$ cat src/rtl/tsall_pkg.sv
// tsall_pkg: shared types and constants for the tristate-all sequencer.
//   - tsall_state_e : sequencer state encoding
//   - TSALL_CNT_W_DEF / cnt_fits() : phase-counter width default and range helper
//   - *_RST : values the registered outputs take while RST is high
package tsall_pkg;

    typedef enum logic [1:0] {
        ST_IDLE    = 2'd0,
        ST_PREWARN = 2'd1,
        ST_ASSERT  = 2'd2,
        ST_GUARD   = 2'd3
    } tsall_state_e;

    localparam int TSALL_CNT_W_DEF = 16;

    // True when a cycle count can be loaded into a counter of the given width.
    function automatic bit cnt_fits(input int value, input int width);
        if (width >= 31) begin
            return 1'b1;
        end
        return (value < (1 << width));
    endfunction

    localparam logic TSALLN_RST = 1'b1;
    localparam logic WARN_RST   = 1'b0;
    localparam logic BUSY_RST   = 1'b0;
    localparam logic DONE_RST   = 1'b0;

endpackage

$ cat src/rtl/tsall_debounce.sv
// tsall_debounce: synchroniser plus stability filter for the board request.
//   CLK     : clock
//   RST     : synchronous active-high reset, clears synchroniser and filter
//   D_ASYNC : asynchronous input level
//   Q       : filtered level; changes only after the synchronised input has
//             disagreed with it for DEBOUNCE_CYC consecutive cycles
module tsall_debounce #(
    parameter int SYNC_STAGES  = 2,
    parameter int DEBOUNCE_CYC = 16
) (
    input  logic CLK,
    input  logic RST,
    input  logic D_ASYNC,
    output logic Q
);

    localparam int DB_W = (DEBOUNCE_CYC > 1) ? $clog2(DEBOUNCE_CYC) : 1;

    logic [SYNC_STAGES-1:0] sync_p0;
    logic                   sync_out;
    logic                   q_p1;
    logic [DB_W-1:0]        cnt_p1;

    // Stage 0: synchroniser chain, oldest sample in the MSB.
    always_ff @(posedge CLK) begin
        if (RST) begin
            sync_p0 <= '0;
        end else begin
            sync_p0 <= {sync_p0[SYNC_STAGES-2:0], D_ASYNC};
        end
    end

    assign sync_out = sync_p0[SYNC_STAGES-1];

    // Stage 1: stability filter. The count tracks how many consecutive cycles
    // the synchronised level has disagreed with Q; the disagreeing cycle that
    // would make it DEBOUNCE_CYC flips Q instead.
    always_ff @(posedge CLK) begin
        if (RST) begin
            q_p1   <= 1'b0;
            cnt_p1 <= '0;
        end else if (sync_out != q_p1) begin
            if (cnt_p1 == DB_W'(DEBOUNCE_CYC - 1)) begin
                q_p1   <= sync_out;
                cnt_p1 <= '0;
            end else begin
                cnt_p1 <= cnt_p1 + DB_W'(1);
            end
        end else begin
            cnt_p1 <= '0;
        end
    end

    assign Q = q_p1;

endmodule

$ cat src/rtl/tsall_ctrl.sv
// tsall_ctrl: sequencer in front of the global tristate-all primitive.
//   CLK       : clock, rising edge
//   RST       : synchronous active-high reset
//   REQ_ASYNC : asynchronous board request (synchronised + debounced here)
//   SW_REQ    : synchronous software request level
//   FORCE     : synchronous emergency request, bypasses the pre-warning
//   TSALLN    : registered active-low tristate-all drive
//   WARN      : registered, high while pre-warning I/O owners
//   BUSY      : registered, high whenever the sequencer is not idle
//   DONE      : registered one-cycle pulse on the last guard cycle
module tsall_ctrl
    import tsall_pkg::*;
#(
    parameter int SYNC_STAGES  = 2,
    parameter int DEBOUNCE_CYC = 16,
    parameter int PREWARN_CYC  = 4,
    parameter int MIN_HOLD_CYC = 256,
    parameter int GUARD_CYC    = 8,
    parameter int CNT_W        = TSALL_CNT_W_DEF
) (
    input  logic CLK,
    input  logic RST,
    input  logic REQ_ASYNC,
    input  logic SW_REQ,
    input  logic FORCE,
    output logic TSALLN,
    output logic WARN,
    output logic BUSY,
    output logic DONE
);

    if (SYNC_STAGES < 2) begin : g_chk_sync
        $error("tsall_ctrl: SYNC_STAGES must be at least 2");
    end
    if (DEBOUNCE_CYC < 1 || PREWARN_CYC < 1 || MIN_HOLD_CYC < 1 || GUARD_CYC < 1) begin : g_chk_min
        $error("tsall_ctrl: cycle parameters must be at least 1");
    end
    if (!cnt_fits(DEBOUNCE_CYC, CNT_W) || !cnt_fits(PREWARN_CYC, CNT_W) ||
        !cnt_fits(MIN_HOLD_CYC, CNT_W) || !cnt_fits(GUARD_CYC, CNT_W)) begin : g_chk_w
        $error("tsall_ctrl: a cycle parameter does not fit in CNT_W bits");
    end

    localparam logic [CNT_W-1:0] LD_PREWARN = CNT_W'(PREWARN_CYC);
    localparam logic [CNT_W-1:0] LD_HOLD    = CNT_W'(MIN_HOLD_CYC);
    localparam logic [CNT_W-1:0] LD_GUARD   = CNT_W'(GUARD_CYC);
    localparam logic [CNT_W-1:0] CNT_ONE    = CNT_W'(1);

    logic             req_db;
    logic             req;
    tsall_state_e     state_p0;
    tsall_state_e     state_nxt;
    logic [CNT_W-1:0] cnt_p0;
    logic [CNT_W-1:0] cnt_nxt;
    logic [CNT_W-1:0] cnt_dec;
    logic             expired;
    logic             tsalln_d;
    logic             warn_d;
    logic             busy_d;
    logic             done_d;
    logic             tsalln_p0;
    logic             warn_p0;
    logic             busy_p0;
    logic             done_p0;

    tsall_debounce #(
        .SYNC_STAGES  (SYNC_STAGES),
        .DEBOUNCE_CYC (DEBOUNCE_CYC)
    ) u_debounce (
        .CLK     (CLK),
        .RST     (RST),
        .D_ASYNC (REQ_ASYNC),
        .Q       (req_db)
    );

    assign req     = req_db | SW_REQ;
    assign expired = (cnt_p0 == CNT_ONE);
    // The counter parks at 1 so ASSERT can wait for the request to drop
    // after the hold time without the count wrapping.
    assign cnt_dec = (cnt_p0 > CNT_ONE) ? (cnt_p0 - CNT_ONE) : cnt_p0;

    // Stage 0: state, counter and registered outputs. Outputs are decoded
    // from the next state so they change on the same edge as the state.
    always_ff @(posedge CLK) begin
        if (RST) begin
            state_p0  <= ST_IDLE;
            cnt_p0    <= '0;
            tsalln_p0 <= TSALLN_RST;
            warn_p0   <= WARN_RST;
            busy_p0   <= BUSY_RST;
            done_p0   <= DONE_RST;
        end else begin
            state_p0  <= state_nxt;
            cnt_p0    <= cnt_nxt;
            tsalln_p0 <= tsalln_d;
            warn_p0   <= warn_d;
            busy_p0   <= busy_d;
            done_p0   <= done_d;
        end
    end

    // Next state and counter; FORCE wins over req at every decision.
    always_comb begin
        state_nxt = state_p0;
        cnt_nxt   = cnt_dec;
        case (state_p0)
            ST_IDLE: begin
                cnt_nxt = '0;
                if (FORCE) begin
                    state_nxt = ST_ASSERT;
                    cnt_nxt   = LD_HOLD;
                end else if (req) begin
                    state_nxt = ST_PREWARN;
                    cnt_nxt   = LD_PREWARN;
                end
            end
            ST_PREWARN: begin
                if (FORCE || (req && expired)) begin
                    state_nxt = ST_ASSERT;
                    cnt_nxt   = LD_HOLD;
                end else if (!req) begin
                    state_nxt = ST_IDLE;
                    cnt_nxt   = '0;
                end
            end
            ST_ASSERT: begin
                if (expired && !req && !FORCE) begin
                    state_nxt = ST_GUARD;
                    cnt_nxt   = LD_GUARD;
                end
            end
            ST_GUARD: begin
                if (FORCE) begin
                    state_nxt = ST_ASSERT;
                    cnt_nxt   = LD_HOLD;
                end else if (expired) begin
                    state_nxt = ST_IDLE;
                    cnt_nxt   = '0;
                end
            end
            default: begin
                state_nxt = ST_IDLE;
                cnt_nxt   = '0;
            end
        endcase
    end

    // Output decode of the next state. DONE marks the final guard cycle,
    // i.e. the cycle whose counter value will expire on the following edge.
    always_comb begin
        tsalln_d = (state_nxt != ST_ASSERT);
        warn_d   = (state_nxt == ST_PREWARN);
        busy_d   = (state_nxt != ST_IDLE);
        done_d   = (state_nxt == ST_GUARD) && (cnt_nxt == CNT_ONE);
    end

    assign TSALLN = tsalln_p0;
    assign WARN   = warn_p0;
    assign BUSY   = busy_p0;
    assign DONE   = done_p0;

endmodule

$ cat config.mk
export PLATFORM = sky130hd
export DESIGN_NAME = tsall_ctrl
export DESIGN_NICKNAME = d
export VERILOG_FILES = /design/src/rtl/tsall_pkg.sv /design/src/rtl/tsall_debounce.sv /design/src/rtl/tsall_ctrl.sv
export SDC_FILE = /design/constraint.sdc
export NUM_CORES = 1
export LEC_CHECK = 0
export BUFFER_PORTS_ARGS = -buffer_cell sky130_fd_sc_hd__buf_2
export CAP_MARGIN = 20
export CORE_MARGIN = 2
export CORE_UTILIZATION = 35
export DETAILED_ROUTE_END_ITERATION = 6
export PLACE_DENSITY = 0.56
export SETUP_SLACK_MARGIN = 0.2
export SYNTH_ARGS = -nofsm -noshare
export SYNTH_HDL_FRONTEND = slang
export SYNTH_HIERARCHICAL = 1
export SYNTH_SLANG_ARGS = --single-unit
$ cat constraint.sdc
create_clock -name CLK -period 2 [get_ports CLK]
set_input_delay 0.3 -clock CLK [delete_from_list [all_inputs] [get_ports CLK]]
set_output_delay 0.3 -clock CLK [all_outputs]
set_load 0.01 [all_outputs]
; ---- After elaboration in Yosys (flattened, before gate mapping)
; Index checks and enable logic that the tools add are counted.
[classes]
n_addsub = 2
multipliers = 0
div_mod_pow = 0
n_lt_le_gt_ge = 1
eq_ne = 10
shifts = 0
muxes = 17
n_bitwise = 2
n_reduce_logical = 11
[ops]
columns = cell, count
row1 = 16-bit 2-to-1 mux, 6
row2 = 16-bit one-hot mux with 4 select lines, 1
row3 = 16-bit by 1-bit == test with 1-bit output (second input constant), 2
row4 = 16-bit by 1-bit greater-than comparator with 1-bit output (second input constant), 1
row5 = 16-bit by 1-bit subtractor with 16-bit output (second input constant), 1
row6 = 2-bit 2-to-1 mux, 7
row7 = 9-bit 2-to-1 mux, 1
row8 = 2-bit one-hot mux with 4 select lines, 1
row9 = 2-bit == test (second input constant), 3
row10 = 4-bit by 1-bit adder with 4-bit output (second input constant), 1
row11 = 2-bit by 1-bit == test with 1-bit output (second input constant), 2
row12 = 4-bit == test (second input constant), 1
row13 = 1-bit logical AND, 4
row14 = 3-bit 2-to-1 mux, 1
row15 = 3-bit OR reduction, 1
row16 = 1-bit zero test, 2
row17 = 2-bit zero test, 1
row18 = 2-bit inequality test (second input constant), 1
row19 = 2-bit AND reduction, 1
row20 = 2-bit nonzero test, 1
row21 = 1-bit logical OR, 1
row22 = 1-bit inequality test, 1
row23 = 1-bit NOT, 1
row24 = 1-bit bitwise OR, 1
[totals]
regBits = 29
latchBits = 0
mem_bits_rw = 0
romBits = 0
input_bits = 5
out_inout_bits = 4
word_cells = 52
n_memories = 0

; ---- Longest topological paths before layout
[depth]
ltp_word = 8
ltp_mapped = 9
ltp_nobuf = 8

; ---- By module
; The synthesis kept the hierarchy.
[by_module_without_submodules]
columns = mod, instances, cells_per_inst, area_per_inst_um2, seq_area_each_um2
row1 = tsall_ctrl, 1, 156, 1337.5, 440.4
row2 = tsall_debounce, 1, 23, 247.7, 140.1

; ---- Least setup slack after synthesis
; Ideal clock, no wire load.
[synth_path]
kind = reg2reg
from = register cnt_p0[0]
to = register cnt_p0[15]
setup_time_ps = 118
arrival_ps = 1939
slack_ps = -57
path_stages_with_launch = 9
n_path_buf = 0
synth_period_minus_slack_ps = 2057
path_cell_list = dfxtp_1 -> inv_1 -> ha_1 -> nor2_1 -> inv_1 -> a211o_1 -> or4_1 -> xor2_1 -> nor2_1
[synth_between]
elab_chain_len = 5
[synth_lines]
columns = item, line_no
row1 = start: declaration, tsall_ctrl.sv:52  ; logic [CNT_W-1:0] cnt_p0;
row2 = start signal: assignment, tsall_ctrl.sv:93  ; cnt_p0 <= cnt_nxt;
row3 = 16-bit by 1-bit subtractor with 16-bit output (tied with other cells), tsall_ctrl.sv:79  ; assign cnt_dec = (cnt_p0 > CNT_ONE) ? (cnt_p0 - CNT_ONE) : cnt_p0;
row4 = 16-bit 2-to-1 mux (tied with other cells), tsall_ctrl.sv:79
row5 = 16-bit 2-to-1 mux (tied with other cells), tsall_ctrl.sv:135  ; end else if (expired) begin
row6 = 16-bit 2-to-1 mux (on tied branches), "tsall_ctrl.sv:132, tsall_ctrl.sv:117, tsall_ctrl.sv:126"
row7 = 16-bit one-hot mux with 4 select lines (*), tsall_ctrl.sv:105  ; case (state_p0)
; Mark *: on every way between the ends. The rest lies on a longest branch, timed or not.
; A chain may end at the register's enable or synchronous reset.

; ---- Worst setup path after layout
[layout_path]
from = register cnt_p0[1]
to = register done_p0, in the netlist DONE
[layout_between]
elab_chain_len = 7
[layout_lines]
columns = item, line_no
row1 = 16-bit by 1-bit subtractor with 16-bit output (tied with other cells), tsall_ctrl.sv:79
row2 = 16-bit 2-to-1 mux (tied with other cells), tsall_ctrl.sv:79
row3 = 16-bit 2-to-1 mux (tied with other cells), tsall_ctrl.sv:135
row4 = 16-bit 2-to-1 mux (tied with other cells), tsall_ctrl.sv:132  ; if (FORCE) begin
row5 = 16-bit one-hot mux with 4 select lines or 2-bit one-hot mux with 4 select lines (tied branches), tsall_ctrl.sv:105
row6 = 16-bit by 1-bit == test with 1-bit output or 2-bit == test (tied branches), tsall_ctrl.sv:153  ; done_d = (state_nxt == ST_GUARD) && (cnt_nxt == CNT_ONE);
row7 = 1-bit logical AND (*), tsall_ctrl.sv:153
row8 = end signal: assignment, tsall_ctrl.sv:97  ; done_p0 <= done_d;
row9 = end: declaration, tsall_ctrl.sv:63  ; logic done_p0;
; Marked as above.

==> flow_metrics.env <==
export IMPL_ys_dominant_reg_cell="dfxtp_1"
export IMPL_cp_required_ps=2200
export IMPL_fp_coreArea_sq_um=4350
export IMPL_drt_initial_drc_count=85
export IMPL_synth_seq_area_share_pct=36.6
export IMPL_outcome="finished with violations"
export IMPL_crit_chain="inv_4 -> ha_4 -> nor4b_4 -> nand4_1 -> a31o_2 -> buf_6 -> o22ai_4 -> o21ai_1 -> nor4_2"
export IMPL_antenna_cells=0
export IMPL_max_slew_margin_pct=60.4
export IMPL_fin_worst_skew_ps=11.2
export IMPL_violations="setup timing"
export IMPL_wl_met1_um=2010
export IMPL_rr_worst_depth=9
export IMPL_synth_distinct_cells=54
export IMPL_yosysWarnings=6
export IMPL_rsz0062_at_grt="true"
export IMPL_clockRootBuffer="clkbuf_8"
export IMPL_area_growth_syn_to_layout_pct=55.9
export IMPL_grt_pass1_vias=1624
export IMPL_final_setup_worst_slack_ps=-84.1
export IMPL_ant_nets=0
export IMPL_path_max_fanout=2
export IMPL_hold_end="u_debounce/sync_p0[0]"
export IMPL_final_cell_mix="35 x buf_4, 20 x dfxtp_1, 13 x nor2_1"
export IMPL_syn_area_sq_um=1590
export IMPL_async_flop_share_pct=0
export IMPL_place_gp_congestion=0.827
export IMPL_fin_nets=239
export IMPL_min_path_type="input pin to flop"
export IMPL_fin_crit_ps=2080
export IMPL_r2r_setup_slack_ps=-80
export IMPL_layout_commonest_cell="buf_4"
export IMPL_multi_input_area_sq_um=1260
export IMPL_drv_slew=0
export IMPL_arrival_ps=2290
export IMPL_synth_top_area_cell="dfxtp_1"
export IMPL_wl_per_cell_um=16.4
export IMPL_regToRegEndpoint="DONE"
export IMPL_die_height_um=71.3
export IMPL_fill_cells=381
export IMPL_drcViolationCount=0
export IMPL_hp_start="REQ_ASYNC"
export IMPL_met3WireLength_um=160
export IMPL_syn_mean_instance_area_sq_um=8.86
export IMPL_overflow=0
export IMPL_fp_dieW_um=71.3
export IMPL_grt_usage_pct=19.1
export IMPL_max_cap_violations=0
export IMPL_hold_depth=2
export IMPL_io_buffers=8
export IMPL_crit_type="flop to flop"
export IMPL_setup_violations=5
export IMPL_dp_hpwl_um=3070
export IMPL_ys_ff_latch=29
export IMPL_grt_pass1_wl_um=7710
export IMPL_cp_end_kind="flop"
export IMPL_fin_crit_sh_pct=104
export IMPL_cts_path_max_buffers=2
export IMPL_hold_violations=0
export IMPL_startpoint_type="flop"
export IMPL_insertion_delay_ps=290
export IMPL_pre_cts_slack_ps=-118
export IMPL_synth_top_area_share_pct=36.6
export IMPL_clock_sinks=29
export IMPL_via_per_inst=5.65
export IMPL_dr_wl_met2_um=2430
export IMPL_drive_above_1_share_pct=52.6
export IMPL_via_count=1604
export IMPL_routed_wl_um=4660
export IMPL_synth_edff_count=0
export IMPL_register_area_sq_um=597
export IMPL_cts_tree="done"
export IMPL_clkTransAtPathRegs_ps=70
export IMPL_timing_rr_start="cnt_p0[1]"
export IMPL_synthCells=179
export IMPL_start_util_pct=36.4
export IMPL_slowest_delay_ps=340
export IMPL_top_layer="met4"
export IMPL_grt_max_degree=13
export IMPL_detailedRoute_firstPassIterationCount=4
export IMPL_fp_row_count=24
export IMPL_cts_buffers=5
export IMPL_io_pins=9
export IMPL_worst_pin_slew_ps=592
export IMPL_die_area_sq_um=5080
export IMPL_cts_htree_levels=2
export IMPL_antenna_found_initial=0
export IMPL_crit_path_top_delay_cell="dfxtp_2"
export IMPL_synth_area_leaders="dfxtp_1 37%, nor2_1 4.3%, nor2b_1 2.8%, nor4_1 2.8%, xor2_1 2.8%"
export IMPL_synth_nets=187
export IMPL_timing_fmax_mhz=480
[metrics by stage]
stage	cell area (sq um)	utilization (%)	std cells	hold WS, ps	setup TNS (ps)
after global routing	2470	56.8	284	267	-506
after detailed placement	1980	45.5	265	440	-178
final	2470	56.8	284	250	-113
after floorplan	1670	-	179	369	0
after global placement	1980	45.5	265	429	-143
after CTS	2380	54.6	282	252	-4.88
[flip-flops by register name, summed over array words and instances, names as in the netlist]
| register | cells |
|---|---|
| BUSY | 1 |
| u_debounce/sync_p0 | 2 |
| WARN | 1 |
| state_p0 | 2 |
| u_debounce/cnt_p1 | 4 |
| DONE | 1 |
| u_debounce/Q | 1 |
| TSALLN | 1 |
| cnt_p0 | 16 |
[cell usage after synthesis (all sizes together), types with 2 or more instances]
cell    number
a31oi        2
nor3        11
a31o         2
o22ai        3
ha           3
nor4b        2
and4         2
nand2        8
buf          4
nor2b        8
inv          7
a211oi       4
nor2        19
a21oi        7
o21ai        8
or2          2
or4          3
or3          4
o41ai        2
xnor2        4
nand3        7
nor4         9
nand3b       2
xor2         5
dfxtp       29
nand4        6
[repair_timing]
| item | in CTS | in global routing |
|---|---|---|
| setup buffers | 8 | 2 |
| pin swaps | 14 | 16 |
| endpoints found under the setup margin | 20 | 20 |
| hold buffers | 0 | 0 |
| gates cloned | 1 | 0 |
| resized for setup | 49 | 17 |
[logic make-up (layout without fill, tap and decap cells)]
| group | Yosys count | after routing | share of synthesized area (%) |
|---|---|---|---|
| xor+xnor | 9 | 9 | 4.97 |
| simple gates | 87 | 87 | 33.7 |
| fa+ha+maj | 3 | 3 | 2.37 |
| mux | 1 | 1 | 0.631 |
| compound gates | 38 | 38 | 18.0 |
| flops | 29 | 29 | 36.6 |
| buf+inv | 12 | 65 | 3.71 |
[cell type report]
cell class,instances,area share [%]
repair buffers,50,16.4
flip-flops and latches,29,24.2
well taps,52,2.63
clock inverters,1,1.22
multi-input cells,138,51.0
clock buffers,7,3.49
inverters,7,1.16
[layer usage]
| layer | vias up | GRT usage [%] |
|---|---|---|
| li1 | 779 | - |
| met1 | 791 | 23.2 |
| met2 | 28 | 33.0 |
| met3 | 6 | 5.34 |
| met4 | 0 | 5.45 |
| met5 | - | 0 |
[worst max-delay path by stage]
stage                    start   end  slack (ps)  cells after the start
floorplan            cnt_p0[9]  DONE         120                      7
global placement     cnt_p0[9]  DONE        -130                      6
detailed placement   cnt_p0[9]  DONE        -120                      6
CTS                 cnt_p0[11]  DONE          -4                      6
global route         cnt_p0[1]  DONE        -140                      8
finish               cnt_p0[1]  DONE         -80                      9
[critical path: cells and delay by family, from the launching register on]
| kind | cells | cell delay (ps) |
|---|---|---|
| adder cells (fa/ha/maj) | 1 | 130 |
| AND/OR/NAND/NOR | 3 | 730 |
| flip-flops | 1 | 340 |
| AO/OA/AOI/OAI | 3 | 600 |
| buffers and inverters | 2 | 190 |
Power is not shown: default switching activity piles up to over one toggle a cycle in this logic, so the estimate is an artifact.
